$ cat config.mk
export PLATFORM = sky130hd
export DESIGN_NAME = ahb_reg_slave_ctrl_flat
export DESIGN_NICKNAME = d
export VERILOG_FILES = /design/src/rtl/ahb_slave_pkg.sv /design/src/rtl/ahb_reg_slave_ctrl_if.sv /design/src/rtl/ahb_reg_slave_ctrl_addr_map.sv /design/src/rtl/ahb_reg_slave_ctrl.sv /design/src/flat_wrapper.sv
export SDC_FILE = /design/constraint.sdc
export NUM_CORES = 1
export LEC_CHECK = 0
export CORE_MARGIN = 5
export CORE_UTILIZATION = 31
export CTS_CLUSTER_DIAMETER = 150
export DETAILED_ROUTE_END_ITERATION = 6
export SYNTH_ARGS = -nofsm -noshare
export SYNTH_HDL_FRONTEND = slang
export SYNTH_SLANG_ARGS = --single-unit
$ cat constraint.sdc
create_clock -name hclk -period 4.8 [get_ports hclk]
set_clock_uncertainty 0.1 [all_clocks]
set_input_delay 0.48 -clock hclk [delete_from_list [all_inputs] [get_ports hclk]]
set_output_delay 0.48 -clock hclk [all_outputs]
set_load 0.03 [all_outputs]
$ cat src/rtl/ahb_slave_pkg.sv
// Shared types and constants for the AHB register slave: FSM states, AHB
// encodings, default register map and the sized write-merge helper.
package ahb_slave_pkg;

  typedef enum logic [1:0] {
    ST_IDLE = 2'd0,
    ST_WAIT = 2'd1,
    ST_ERR1 = 2'd2,
    ST_ERR2 = 2'd3
  } state_t;

  typedef enum logic [2:0] {
    SEL_NONE,
    SEL_ERR,
    SEL_PAYLOAD,
    SEL_EXT,
    SEL_DSIZE
  } reg_sel_t;

  localparam logic [1:0] HTRANS_IDLE   = 2'b00;
  localparam logic [1:0] HTRANS_BUSY   = 2'b01;
  localparam logic [1:0] HTRANS_NONSEQ = 2'b10;
  localparam logic [1:0] HTRANS_SEQ    = 2'b11;

  localparam logic [2:0] HSIZE_BYTE = 3'd0;
  localparam logic [2:0] HSIZE_HALF = 3'd1;
  localparam logic [2:0] HSIZE_WORD = 3'd2;

  localparam int unsigned DEF_ERR_STATUS_ADDR = 1;
  localparam int unsigned DEF_PAYLOAD_ADDR    = 2;
  localparam int unsigned DEF_DATA_SIZE_ADDR  = 4;

  // Byte lanes outside the transfer size keep their old value.
  function automatic logic [31:0] merge_write(input logic [31:0] old_val,
                                              input logic [31:0] wdata,
                                              input logic [2:0]  size);
    logic [31:0] r;
    r       = old_val;
    r[7:0]  = wdata[7:0];
    if (size != HSIZE_BYTE) r[15:8]  = wdata[15:8];
    if (size == HSIZE_WORD) r[31:16] = wdata[31:16];
    return r;
  endfunction

endpackage

$ cat src/rtl/ahb_reg_slave_ctrl_if.sv
// AHB-lite slave bus bundle for the register slave.
// Handshake: an address phase is taken on a rising edge when hsel_x, hreadyin,
// hreadyout and htrans[1] are all high; its data phase ends on the first edge
// with hreadyout high, where hresp/hrdata are valid and hwdata is consumed.
interface ahb_reg_slave_ctrl_if;
  logic        hsel_x;
  logic        hwrite;
  logic        hreadyin;
  logic [2:0]  haddr;
  logic [1:0]  htrans;
  logic [2:0]  hsize;
  logic [31:0] hwdata;
  logic [31:0] hrdata;
  logic        hreadyout;
  logic        hresp;

  modport master (
    output hsel_x, hwrite, hreadyin, haddr, htrans, hsize, hwdata,
    input  hrdata, hreadyout, hresp
  );

  modport slave (
    input  hsel_x, hwrite, hreadyin, haddr, htrans, hsize, hwdata,
    output hrdata, hreadyout, hresp
  );
endinterface

$ cat src/rtl/ahb_reg_slave_ctrl_addr_map.sv
// Combinational address/size decode: selects the target register and flags
// illegal accesses (unmapped, oversized, or writes to the status register).
module AHB_address_mapping
  import ahb_slave_pkg::*;
#(
  parameter int unsigned ERR_STATUS_ADDRESS = DEF_ERR_STATUS_ADDR,
  parameter int unsigned PAYLOAD_ADDRESS    = DEF_PAYLOAD_ADDR,
  parameter int unsigned DATA_SIZE_ADDRESS  = DEF_DATA_SIZE_ADDR
) (
  input  logic [2:0] haddr,
  input  logic       hwrite,
  input  logic [2:0] hsize,
  output reg_sel_t   sel,
  output logic       err
);

  always_comb begin
    sel = SEL_NONE;
    err = 1'b0;
    if (haddr == 3'(ERR_STATUS_ADDRESS)) begin
      sel = SEL_ERR;
      err = hwrite || (hsize > HSIZE_HALF);
    end else if (haddr == 3'(PAYLOAD_ADDRESS)) begin
      sel = SEL_PAYLOAD;
      err = (hsize > HSIZE_WORD);
    end else if (haddr == 3'(PAYLOAD_ADDRESS + 1)) begin
      sel = SEL_EXT;
      err = (hsize > HSIZE_HALF);
    end else if (haddr == 3'(DATA_SIZE_ADDRESS)) begin
      sel = SEL_DSIZE;
      err = (hsize > HSIZE_HALF);
    end else begin
      err = 1'b1;
    end
  end

endmodule

$ cat src/rtl/ahb_reg_slave_ctrl.sv
// AHB-lite register slave: payload, payload-extension and data-size registers,
// an error counter, optional OKAY wait states and two-cycle ERROR responses.
module ahb_reg_slave_ctrl
  import ahb_slave_pkg::*;
#(
  parameter int unsigned ERR_STATUS_ADDRESS = DEF_ERR_STATUS_ADDR,
  parameter int unsigned PAYLOAD_ADDRESS    = DEF_PAYLOAD_ADDR,
  parameter int unsigned DATA_SIZE_ADDRESS  = DEF_DATA_SIZE_ADDR,
  parameter int unsigned WAIT_STATES        = 0
) (
  input  logic                  hclk,
  input  logic                  hresetn,
  ahb_reg_slave_ctrl_if.slave   bus,
  output logic [31:0]           payload_q,
  output logic [15:0]           payload_ext_q,
  output logic [15:0]           data_size_q,
  output logic [15:0]           err_count,
  output state_t                dbg_state
);

  state_t     state, state_nxt;
  logic [1:0] wait_cnt, wait_cnt_nxt;
  reg_sel_t   dec_sel;
  logic       dec_err;
  logic       active, accept, complete_ok;

  // Only OKAY transfers occupy the data-phase slot; errors are tracked by the FSM.
  logic       dp_valid;
  reg_sel_t   dp_sel;
  logic       dp_write;
  logic [2:0] dp_size;

  AHB_address_mapping #(
    .ERR_STATUS_ADDRESS (ERR_STATUS_ADDRESS),
    .PAYLOAD_ADDRESS    (PAYLOAD_ADDRESS),
    .DATA_SIZE_ADDRESS  (DATA_SIZE_ADDRESS)
  ) u_map (
    .haddr  (bus.haddr),
    .hwrite (bus.hwrite),
    .hsize  (bus.hsize),
    .sel    (dec_sel),
    .err    (dec_err)
  );

  assign active      = !(bus.htrans == HTRANS_IDLE || bus.htrans == HTRANS_BUSY);
  assign accept      = bus.hsel_x && bus.hreadyin && active && bus.hreadyout;
  assign complete_ok = (state == ST_IDLE) && dp_valid;
  assign dbg_state   = state;

  always_ff @(posedge hclk or negedge hresetn) begin
    if (!hresetn) begin
      state    <= ST_IDLE;
      wait_cnt <= 2'd0;
    end else begin
      state    <= state_nxt;
      wait_cnt <= wait_cnt_nxt;
    end
  end

  always_comb begin
    state_nxt    = state;
    wait_cnt_nxt = wait_cnt;
    case (state)
      ST_IDLE, ST_ERR2: begin
        state_nxt = ST_IDLE;
        if (accept) begin
          if (dec_err) begin
            state_nxt = ST_ERR1;
          end else if (WAIT_STATES != 0) begin
            state_nxt    = ST_WAIT;
            wait_cnt_nxt = 2'(WAIT_STATES);
          end
        end
      end
      // The completing cycle of a waited transfer is spent back in IDLE.
      ST_WAIT: begin
        wait_cnt_nxt = wait_cnt - 2'd1;
        if (wait_cnt == 2'd1) state_nxt = ST_IDLE;
      end
      ST_ERR1: state_nxt = ST_ERR2;
      default: state_nxt = ST_IDLE;
    endcase
  end

  always_comb begin
    bus.hreadyout = 1'b1;
    bus.hresp     = 1'b0;
    bus.hrdata    = 32'h0;
    case (state)
      ST_WAIT: bus.hreadyout = 1'b0;
      ST_ERR1: begin
        bus.hreadyout = 1'b0;
        bus.hresp     = 1'b1;
      end
      ST_ERR2: bus.hresp = 1'b1;
      default: ;
    endcase
    if (dp_valid && !dp_write && (state == ST_IDLE || state == ST_WAIT)) begin
      case (dp_sel)
        SEL_ERR:     bus.hrdata = {16'h0, err_count};
        SEL_PAYLOAD: bus.hrdata = payload_q;
        SEL_EXT:     bus.hrdata = {16'h0, payload_ext_q};
        SEL_DSIZE:   bus.hrdata = {16'h0, data_size_q};
        default:     bus.hrdata = 32'h0;
      endcase
    end
  end

  always_ff @(posedge hclk or negedge hresetn) begin
    if (!hresetn) begin
      dp_valid <= 1'b0;
      dp_sel   <= SEL_NONE;
      dp_write <= 1'b0;
      dp_size  <= 3'd0;
    end else if (bus.hreadyout) begin
      dp_valid <= accept && !dec_err;
      if (accept) begin
        dp_sel   <= dec_sel;
        dp_write <= bus.hwrite;
        dp_size  <= bus.hsize;
      end
    end
  end

  always_ff @(posedge hclk or negedge hresetn) begin
    if (!hresetn) begin
      payload_q     <= 32'h0;
      payload_ext_q <= 16'h0;
      data_size_q   <= 16'h0;
    end else if (complete_ok && dp_write) begin
      case (dp_sel)
        SEL_PAYLOAD: payload_q     <= merge_write(payload_q, bus.hwdata, dp_size);
        SEL_EXT:     payload_ext_q <= 16'(merge_write({16'h0, payload_ext_q}, bus.hwdata, dp_size));
        SEL_DSIZE:   data_size_q   <= 16'(merge_write({16'h0, data_size_q}, bus.hwdata, dp_size));
        default: ;
      endcase
    end
  end

  // Counts on ERR1 entry, which is exactly an accepted erroring address phase.
  always_ff @(posedge hclk or negedge hresetn) begin
    if (!hresetn) begin
      err_count <= 16'h0;
    end else if (accept && dec_err && err_count != 16'hFFFF) begin
      err_count <= err_count + 16'd1;
    end
  end

endmodule

$ cat src/flat_wrapper.sv
// flat-port wrapper written by rule: the top's interface ports become plain ports
module ahb_reg_slave_ctrl_flat import ahb_slave_pkg::*;
#(
  parameter int unsigned ERR_STATUS_ADDRESS = DEF_ERR_STATUS_ADDR,
  parameter int unsigned PAYLOAD_ADDRESS    = DEF_PAYLOAD_ADDR,
  parameter int unsigned DATA_SIZE_ADDRESS  = DEF_DATA_SIZE_ADDR,
  parameter int unsigned WAIT_STATES        = 0
)
  (hclk, hresetn, payload_q, payload_ext_q, data_size_q, err_count, dbg_state, bus_hsel_x, bus_hwrite, bus_hreadyin, bus_haddr, bus_htrans, bus_hsize, bus_hwdata, bus_hrdata, bus_hreadyout, bus_hresp);
  ahb_reg_slave_ctrl_if bus_i ();
  input  logic hclk;
  input  logic hresetn;
  output logic [31:0] payload_q;
  output logic [15:0] payload_ext_q;
  output logic [15:0] data_size_q;
  output logic [15:0] err_count;
  output state_t dbg_state;
  input wire logic [$bits(bus_i.hsel_x)-1:0] bus_hsel_x;
  input wire logic [$bits(bus_i.hwrite)-1:0] bus_hwrite;
  input wire logic [$bits(bus_i.hreadyin)-1:0] bus_hreadyin;
  input wire logic [$bits(bus_i.haddr)-1:0] bus_haddr;
  input wire logic [$bits(bus_i.htrans)-1:0] bus_htrans;
  input wire logic [$bits(bus_i.hsize)-1:0] bus_hsize;
  input wire logic [$bits(bus_i.hwdata)-1:0] bus_hwdata;
  output wire logic [$bits(bus_i.hrdata)-1:0] bus_hrdata;
  output wire logic [$bits(bus_i.hreadyout)-1:0] bus_hreadyout;
  output wire logic [$bits(bus_i.hresp)-1:0] bus_hresp;
  assign bus_i.hsel_x = bus_hsel_x;
  assign bus_i.hwrite = bus_hwrite;
  assign bus_i.hreadyin = bus_hreadyin;
  assign bus_i.haddr = bus_haddr;
  assign bus_i.htrans = bus_htrans;
  assign bus_i.hsize = bus_hsize;
  assign bus_i.hwdata = bus_hwdata;
  assign bus_hrdata = bus_i.hrdata;
  assign bus_hreadyout = bus_i.hreadyout;
  assign bus_hresp = bus_i.hresp;
  ahb_reg_slave_ctrl #(.ERR_STATUS_ADDRESS(ERR_STATUS_ADDRESS), .PAYLOAD_ADDRESS(PAYLOAD_ADDRESS), .DATA_SIZE_ADDRESS(DATA_SIZE_ADDRESS), .WAIT_STATES(WAIT_STATES)) u_core (.hclk(hclk), .hresetn(hresetn), .bus(bus_i), .payload_q(payload_q), .payload_ext_q(payload_ext_q), .data_size_q(data_size_q), .err_count(err_count), .dbg_state(dbg_state));
endmodule
* After elaboration in Yosys (flattened, before gate mapping)
Index checks and enable logic that the tools add are counted.
** Cells by class
- Add/subtract/negate cells :: 2
- $lt $le $gt $ge :: 2
- Equality and inequality tests :: 16
- Mux-type cells :: 16
- Bitwise gates (word level) :: 1
- Reductions and logical operators :: 30
** Operator list (number)
- 32-bit case mux with 4 select lines :: 1
- 32-bit two-way mux :: 1
- 16-bit by 1-bit adder with 16-bit output, second input constant :: 1
- 16-bit inequality test, second input constant :: 1
- 3-bit by 2-bit == test with 1-bit output, second input constant :: 5
- 3-bit two-way mux :: 4
- 3-bit AND reduction :: 4
- 1-bit logical AND :: 10
- 2-bit AND reduction :: 4
- 2-bit by 1-bit == test with 1-bit output, second input constant :: 3
- 3-bit by 1-bit == test with 1-bit output, second input constant :: 2
- 3-bit == test, second input constant :: 2
- 1-bit two-way mux :: 6
- 2-bit two-way mux :: 3
- 2-bit case mux with 3 select lines :: 1
- 2-bit OR reduction :: 3
- 2-bit == test, second input constant :: 2
- 2-bit logical NOT :: 2
- 3-bit by 1-bit greater-than comparator with 1-bit output, second input constant :: 1
- 3-bit by 2-bit greater-than comparator with 1-bit output, second input constant :: 1
- 1-bit logical NOT :: 3
- 1-bit logical OR :: 3
- 3-bit nonzero test :: 1
- 2-bit by 1-bit inequality test with 1-bit output, second input constant :: 1
- other kinds (2) :: 2
** Storage, ports and cells
- Bits in registers :: 92
- Input bits :: 45
- Output and inout bits :: 116
- Logic and storage cells :: 81

* Longest topological paths before layout
Gate-level depths: netlist of run 1.
- Word-level depth :: 8
- Depth in mapped cells :: 8
- Gate-level depth less buffers :: 7

* By module
From an unflattened synthesis of run 1, not the netlist that was laid out.
** Unflattened totals
- Cell total of the unflattened synthesis :: 368
- Area total of the unflattened synthesis :: 4414.2 um^2
** Modules (own cells, without submodules)
- ahb_reg_slave_ctrl :: instances 1, cells each 357, area an instance 4342.9 um^2
- AHB_address_mapping :: instances 1, cells each 11, area an instance 71.3 um^2

* Worst setup path before layout of run 1
OpenSTA, ideal clock, no wires.
- Path type :: register to output
- Start :: register u_core.dp_sel[0]
- End :: output port bus_hrdata[10]
- Arrival :: 1.956 ns
- Data required time :: 4.220 ns
- Slack :: 2.264 ns
- Stages on the path, launching flop included :: 7
- Path buffers :: 2
- Path through :: dfrtp_1 buf_2 inv_1 nor3_1 clkbuf_1 a22oi_1 a21oi_1
** Between the ends
- Cells in the longest elaborated chain, start to end :: 3
- Elaborated cells between the ends (all ways) :: 6
- Those cells by class :: eq/ne: 4; mux: 2
** RTL lines
- start: declaration :: line ahb_reg_slave_ctrl.sv:29 : reg_sel_t dp_sel;
- start signal: assignment :: line ahb_reg_slave_ctrl.sv:118 : dp_sel <= dec_sel;
- 3-bit == test, or another cell as far along
- 32-bit case mux with 4 select lines (*) :: line ahb_reg_slave_ctrl.sv:99 : case (dp_sel)
- 32-bit two-way mux (*) :: line ahb_reg_slave_ctrl.sv:98 : if (dp_valid && !dp_write && (state == ST_IDLE || state == ST_WAIT)) begin
- end: declaration :: line flat_wrapper.sv:25 : output wire logic [$bits(bus_i.hrdata)-1:0] bus_hrdata;
Every way passes the cells marked *; elsewhere a longest branch is shown, timed or not.

* Final worst setup path of run 1
- Start :: register u_core.state[1] (netlist: u_core.dbg_state[1])
- End :: output port bus_hrdata[12]
** Between the ends
- Cells in the longest elaborated chain, start to end :: 4
- Elaborated cells between the ends (all ways) :: 5
- Those cells by class :: eq/ne: 1; mux: 1; reduce/logical: 3
** RTL lines
- start: declaration :: line ahb_reg_slave_ctrl.sv:21 : state_t state, state_nxt;
- start signal: assignment :: line ahb_reg_slave_ctrl.sv:55 : state <= state_nxt;
- 2-bit by 1-bit == test with 1-bit output / 2-bit logical NOT (equally long branches) :: line ahb_reg_slave_ctrl.sv:98
- 1-bit logical OR (*) :: line ahb_reg_slave_ctrl.sv:98
- 1-bit logical AND (*) :: line ahb_reg_slave_ctrl.sv:98
- 32-bit two-way mux (*) :: line ahb_reg_slave_ctrl.sv:98
Marks and branches as above.

==> results of run 1 <==
cell usage in the layout (no fill, tap or decap), types with 2 or more instances in the layout:
cell,n
nor2_1,13
clkdlybuf4s50_1,158
nor3_1,3
buf_4,8
nand2_1,13
inv_1,7
ha_1,6
o21ai_0,6
and2_1,17
clkbuf_16,9
dfrtp_1,92
mux2_4,8
and3_1,5
nand2b_1,6
mux2_2,62
nand4_1,10
a22oi_1,32
xnor2_1,13
nand3_1,7
a21oi_1,21
nor2b_1,2
cells by family after synthesis:
family,count (synthesis),share of synthesized area [%]
buf+inv,23,2.89
xor+xnor,14,2.81
mux,70,18.7
fa+ha+maj,6,1.72
flops,92,52.7
simple gates,88,11.6
compound gates,64,9.56
through the flow:
step | total power [mW] | hold WS (ns) | util, % | instance area, um^2 | cells
after floorplan | 1.29 | 0.0844 | - | 4370 | 357
after global placement | 1.56 | 0.363 | 44.5 | 6150 | 687
after detailed placement | 1.57 | 0.374 | 44.5 | 6150 | 687
after CTS | 2.28 | 0.132 | 46.6 | 6440 | 701
after global routing | 2.36 | 0.168 | 46.6 | 6440 | 701
final | 2.25 | 0.101 | 46.6 | 6440 | 701
worst max-delay path: cells and delay by family, from the launching register on:
kind / cells / cell delay, ns
AOI/OAI and AO/OA: 2 / 0.94
buffers and inverters: 2 / 0.74
DFF: 1 / 0.42
adders and majority gates: 1 / 0.28
synth_stat cells:
master and instances:
and3_1 5, dfrtp_1 92, nand2b_1 6, mux2_2 62, buf_2 2, nor4b_2 1, o21ai_0 6, nor3_1 4
nand3_2 1, or2_2 1, nor4_1 1, or3_1 1, a22oi_1 32, nor2b_1 2, clkbuf_1 8, nor3_4 1
nand4_1 10, or2_1 1, o221ai_1 2, ha_1 6, nor2_1 13, mux2_4 8, xor2_1 1, o211a_1 1
a31oi_1 1, buf_6 4, inv_1 7, o31a_1 1, xnor2_1 13, nand3b_1 1, or4b_2 1, buf_4 2
and2_1 17, nor4_2 1, a21oi_1 21, and2b_1 1, nand2_1 13, nand3_1 7
power by group:
part / total [mW] / switching [mW] / internal (mW)
Combinational: 0.607 / 0.363 / 0.244
Clock: 0.694 / 0.283 / 0.412
Sequential: 0.951 / 0.0950 / 0.856
worst max path at each step:
stage	startpoint	to	slack (ns)	depth (start not counted)
after floorplan	u_core.dp_sel[0]	bus_hrdata[10]	2.26	6
after global placement	u_core.dp_sel[0]	bus_hrdata[12]	1.85	5
after detailed placement	u_core.dbg_state[1]	bus_hrdata[12]	1.85	5
after CTS	u_core.dbg_state[1]	bus_hrdata[2]	1.47	5
after global routing	u_core.dbg_state[1]	bus_hrdata[12]	1.24	5
final	u_core.dbg_state[1]	bus_hrdata[12]	1.50	5
layout make-up:
| class | count | area [um^2] | area share (%) |
|---|---|---|---|
| clock buffer | 10 | 239 | 3.71 |
| clock inverter | 4 | 51.3 | 0.797 |
| inverter | 7 | 26.3 | 0.408 |
| multi-input combinational | 242 | 1950 | 30.3 |
| sequential | 92 | 2300 | 35.8 |
| tap | 180 | 225 | 3.50 |
| timing repair buffer | 166 | 1640 | 25.5 |
per-layer routing:
layer	routed length, um	up-vias	global-route usage (%)
met5	0	-	0
met1	5640	1741	20.4
met3	1080	22	4.15
met4	276	0	7.16
met2	5950	135	24.1
li1	-	1616	-
registers in the layout, indices dropped and copies added (netlist names):
name / count
u_core.wait_cnt: 2
u_core.dbg_state: 2
u_core.dp_sel: 3
u_core.data_size_q: 16
u_core.err_count: 16
u_core.payload_q: 32
u_core.dp_size: 3
u_core.dp_valid: 1
u_core.dp_write: 1
u_core.payload_ext_q: 16
==> impl_metrics.csv, run 1 <==
group,metric,value,unit
min_path,hold_path_class,"in -> async",
drt,detail_route.wl_per_cell,18.5,um
sta,fin_tns_setup,0,ns
die,die_area,0.0166,mm^2
yosys,synth.distinct_cells,38,
yosys,syn_nets,408,
drt,vias_per_cell,5.01,
clocking,cts.sinks,92,
critical_path,critical_path_required,4.22,ns
grt,grt_max_degree,60,
die,fp-row-count,43,
place,gp_congestion,0.801,
clocking,postCtsSetupBuffers,0,
critical_path,arrival,2.72,ns
critical_path,r2r_start,"u_core.dbg_state[0]",
die,die_x,129,um
clocking,root_buffer,"clkbuf_16",
critical_path,rrSetupSlack,1.96,ns
yosys,synth_area_leaders,"dfrtp_1 (53%), mux2_2 (16%), a22oi_1 (5.5%)",
drt,wirelength,12900,um
die,start_util,31.6,%
critical_path,max_stage_delay,0.81,ns
sta,setup_viol,0,
place,dpl_worst_slack,1.85,ns
flow_run,max_cap_violations,0,
yosys,ys_warn_count,0,
finish,layout-drive-gt1-share,19.2,%
drt,drtIter0Drc,197,
clocking,cts_resized,0,
drt,vias,3514,
clocking,cts.clk_slew.worst_paths,0.07,ns
grt,grt_pass1_vias,3601,
clocking,cts_buffer_depth,2,
finish,fillers,1261,
clocking,numCtsBuffers,9,
drt,firstDrtPassIters,4,
critical_path,path_cells,"inv_1, ha_1, o221ai_2, a21oi_1, clkdlybuf4s50_1",
clocking,h-tree-depth,3,
sta,finalCritPeriodShare,68.8,%
critical_path,crit_path_max_fanout,16,
grt,grt_overflow,0,
grt,grtUsageTotal,15.6,%
place,dp_hpwl,9270,um
finish,syn2layout_area_growth,47.3,%
pwr,cellPowerDensity,350,mW/mm^2
sta,max_slew.worst_pin.slew,1.04,ns
drt,antenna_left,0,
die,io_pins,161,
run_status,outcome,"complete, no violations",
critical_path,crit_type,"reg -> out",
clocking,postCtsHoldBufs,0,
sta,max_freq,0.303,GHz
critical_path,r2r_end,"u_core.payload_q[17]",
yosys,synth.avg_cell_area,12.2,um^2
pwr,leakage,2.70,nW
die,core,0.0138,mm^2
sta,hold_viol_final,0,
sta,slew_violations,0,
drt,drc_errors,0,
sta,slew_headroom,31.0,%
critical_path,start_kind,"flip-flop",
sta,rsz0062_at_grt,"false",
grt,antenna_found_initial,0,
pwr,peakVddDrop,192,uV
sta,period_minus_slack,3.30,ns
critical_path,cpMaxStageDelayCell,"o221ai_2",
clocking,clkLatencyLatePin,0.34,ns
yosys,yosysSeqAreaShare,52.7,%
place,io_buffers,159,
grt,grt_pass1_wl,20000,um
yosys,synth.top_cell.area_share,52.7,%
critical_path,ff2ff_path_depth,6,
clocking,cts_tree,"yes",
critical_path,worstSetupEndpointType,"output port",
die,die_h,129,um
finish,diodes,0,
sta,fin_ws,1.50,ns
yosys,ys_ff_latch,92,
yosys,synth_area,0.00437,mm^2
finish,num-nets-final,569,
yosys,yosys.area.top_type,"dfrtp_1",
yosys,netlist_instances,357,
(Power assumes the default switching activity.)
==> run 2, diff against run 1 <==
==> constraint.sdc (replaced) <==
create_clock -name hclk -period 2.9 [get_ports hclk]
set_clock_uncertainty 0.1 [all_clocks]
set_input_delay 0.29 -clock hclk [delete_from_list [all_inputs] [get_ports hclk]]
set_output_delay 0.29 -clock hclk [all_outputs]
set_load 0.03 [all_outputs]
==> impl_metrics.csv, run 2 (synthesis gave the netlist of run 1 again) <==
group,metric,value,unit
place,io_buffers,159,
finish,final_cell_mix,"clkdlybuf4s50_1 (126), dfrtp_1 (92), mux2_2 (62), buf_4 (47), a22oi_1 (32)",
drt,antenna_left,0,
finish,diodes,0,
clocking,cts_buffer_depth,2,
sta,setup_viol,0,
critical_path,max_stage_delay,0.43,ns
critical_path,worst-path-buf-inv,2,
run_status,outcome,"complete, no violations",
sta,slew_headroom,33.2,%
place,gp_congestion,0.790,
finish,num-nets-final,576,
drt,drc_errors,0,
critical_path,cp_num_cells,6,
sta,rsz0062_at_grt,"false",
critical_path,ff2ff_path_depth,8,
die,die_x,129,um
finish,utilization,46.3,%
critical_path,cpLargestDelayFamily,"buffers and inverters",
grt,grt_pass1_wl,20000,um
critical_path,worstSetupEndpointType,"output port",
drt,detail_route.wl_per_cell,18.0,um
finish,layout-drive-gt1-share,26.2,%
grt,grtUsageTotal,15.7,%
critical_path,crit_top_cell,"buf_4",
critical_path,crit_path_max_fanout,16,
clocking,postCtsHoldBufs,0,
drt,firstDrtPassIters,4,
clocking,cts.sinks,92,
finish,syn2layout_area_growth,46.5,%
drt,drtIter0Drc,133,
grt,grt_overflow,0,
critical_path,arrival,2.06,ns
die,die_area,0.0166,mm^2
pwr,peakVddDrop,355,uV
pwr,leakage,2.80,nW
critical_path,crit_type,"reg -> out",
die,start_util,31.6,%
clocking,h-tree-depth,3,
die,io_pins,161,
sta,period_minus_slack,2.45,ns
critical_path,cpMaxStageDelayCell,"dfrtp_1",
sta,hold_viol_final,0,
sta,slew_violations,0,
critical_path,critical_path_required,2.51,ns
critical_path,start_kind,"flip-flop",
finish,layout_commonest_cell,"clkdlybuf4s50_1",
sta,max_freq,0.408,GHz
clocking,clkLatencyLatePin,0.34,ns
clocking,cts_tree,"yes",
clocking,root_buffer,"clkbuf_16",
sta,max_slew.worst_pin.slew,1.00,ns
die,fp-row-count,43,
finish,largest_reg_flops,32,
drt,vias,3510,
clocking,cts_resized,0,
grt,grt_pass1_vias,3637,
pwr,cellPowerDensity,575,mW/mm^2
sta,fin_tns_setup,0,ns
grt,antenna_found_initial,0,
sta,finalCritPeriodShare,84.5,%
critical_path,path_cells,"nand2b_1, nor2_1, buf_4, a22oi_1, a21oi_1, buf_4",
clocking,numCtsBuffers,9,
die,die_h,129,um
finish,regMostFlops,"u_core.payload_q",
clocking,postCtsSetupBuffers,0,
place,dp_hpwl,9250,um
flow_run,max_cap_violations,0,
clocking,cts.clk_slew.worst_paths,0.07,ns
grt,grt_max_degree,81,
drt,vias_per_cell,4.94,
drt,wirelength,12800,um
min_path,hold_path_class,"in -> async",
die,core,0.0138,mm^2
==> run 2: changes by cell type in the layout (fill, tap and decap cells not counted) <==
cell / delta
buf_4: +39
clkdlybuf4s50_1: -32
clkinv_4: +1
clkbuf_1: +2
bufinv_16: -1
inv_8: +1
clkinvlp_4: -1
==> run 2: path summary, 6_finish.rpt <==
check                                     from                  endpoint  slack (ns)
setup reg to reg           u_core.dbg_state[0]       u_core.err_count[4]        0.58
setup / recovery              u_core.dp_sel[2]             bus_hrdata[3]        0.45
min in group hclk           u_core.wait_cnt[0]        u_core.wait_cnt[0]        0.38
hold reg to reg             u_core.wait_cnt[0]        u_core.wait_cnt[0]        0.38
max in group asynchronous              hresetn       u_core.payload_q[3]        1.97
hold / removal                         hresetn  u_core.payload_ext_q[14]       0.002
==> run 2: power by group <==
group / internal (mW) / total, mW / switching [mW]
clock: 0.613 / 1.10 / 0.490
combinational: 0.408 / 1.00 / 0.593
sequential: 1.42 / 1.57 / 0.156
==> run 2: worst register-to-register path, cell delays in order, from the launching register on <==
cell     delay [ns]
dfrtp_1        0.41
inv_1          0.10
ha_1           0.35
inv_1          0.09
nand4_1        0.10
a21oi_1        0.49
buf_4          0.29
nand4_1        0.13
xnor2_1        0.15
==> run 2: layout make-up <==
cell class                      count  area (um^2)
Fill cell                        1244         7430
Sequential cell                    92         2300
Multi-Input combinational cell    242         1950
Timing Repair Buffer              173         1610
Clock buffer                       12          246
Tap cell                          180          225
Clock inverter                      4         33.8
Inverter                            7         26.3
==> run 2: layer usage <==
| metal | vias to the layer above | part of all wire [%] | track usage, % | wire [um] |
|---|---|---|---|---|
| met5 | - | 0 | 0 | 0 |
| met3 | 14 | 7.5 | 4.40 | 957 |
| met1 | 1727 | 44 | 20.2 | 5650 |
| li1 | 1637 | - | - | - |
| met2 | 132 | 47 | 25.1 | 6020 |
| met4 | 0 | 1.5 | 6.42 | 187 |
==> run 2: per-stage QoR <==
stage	power, mW	hold slack, ns	worst slack (ns)	cells	area, um^2
2_1_floorplan	2.13	-0.106	0.388	357	4370
3_3_place_gp	2.59	0.363	0.344	694	6120
3_5_place_dp	2.60	0.368	0.310	694	6120
4_1_cts	3.74	0.0459	0.425	710	6400
5_1_grt	3.88	0.102	0.278	710	6400
6_report	3.68	0.00225	0.450	710	6400
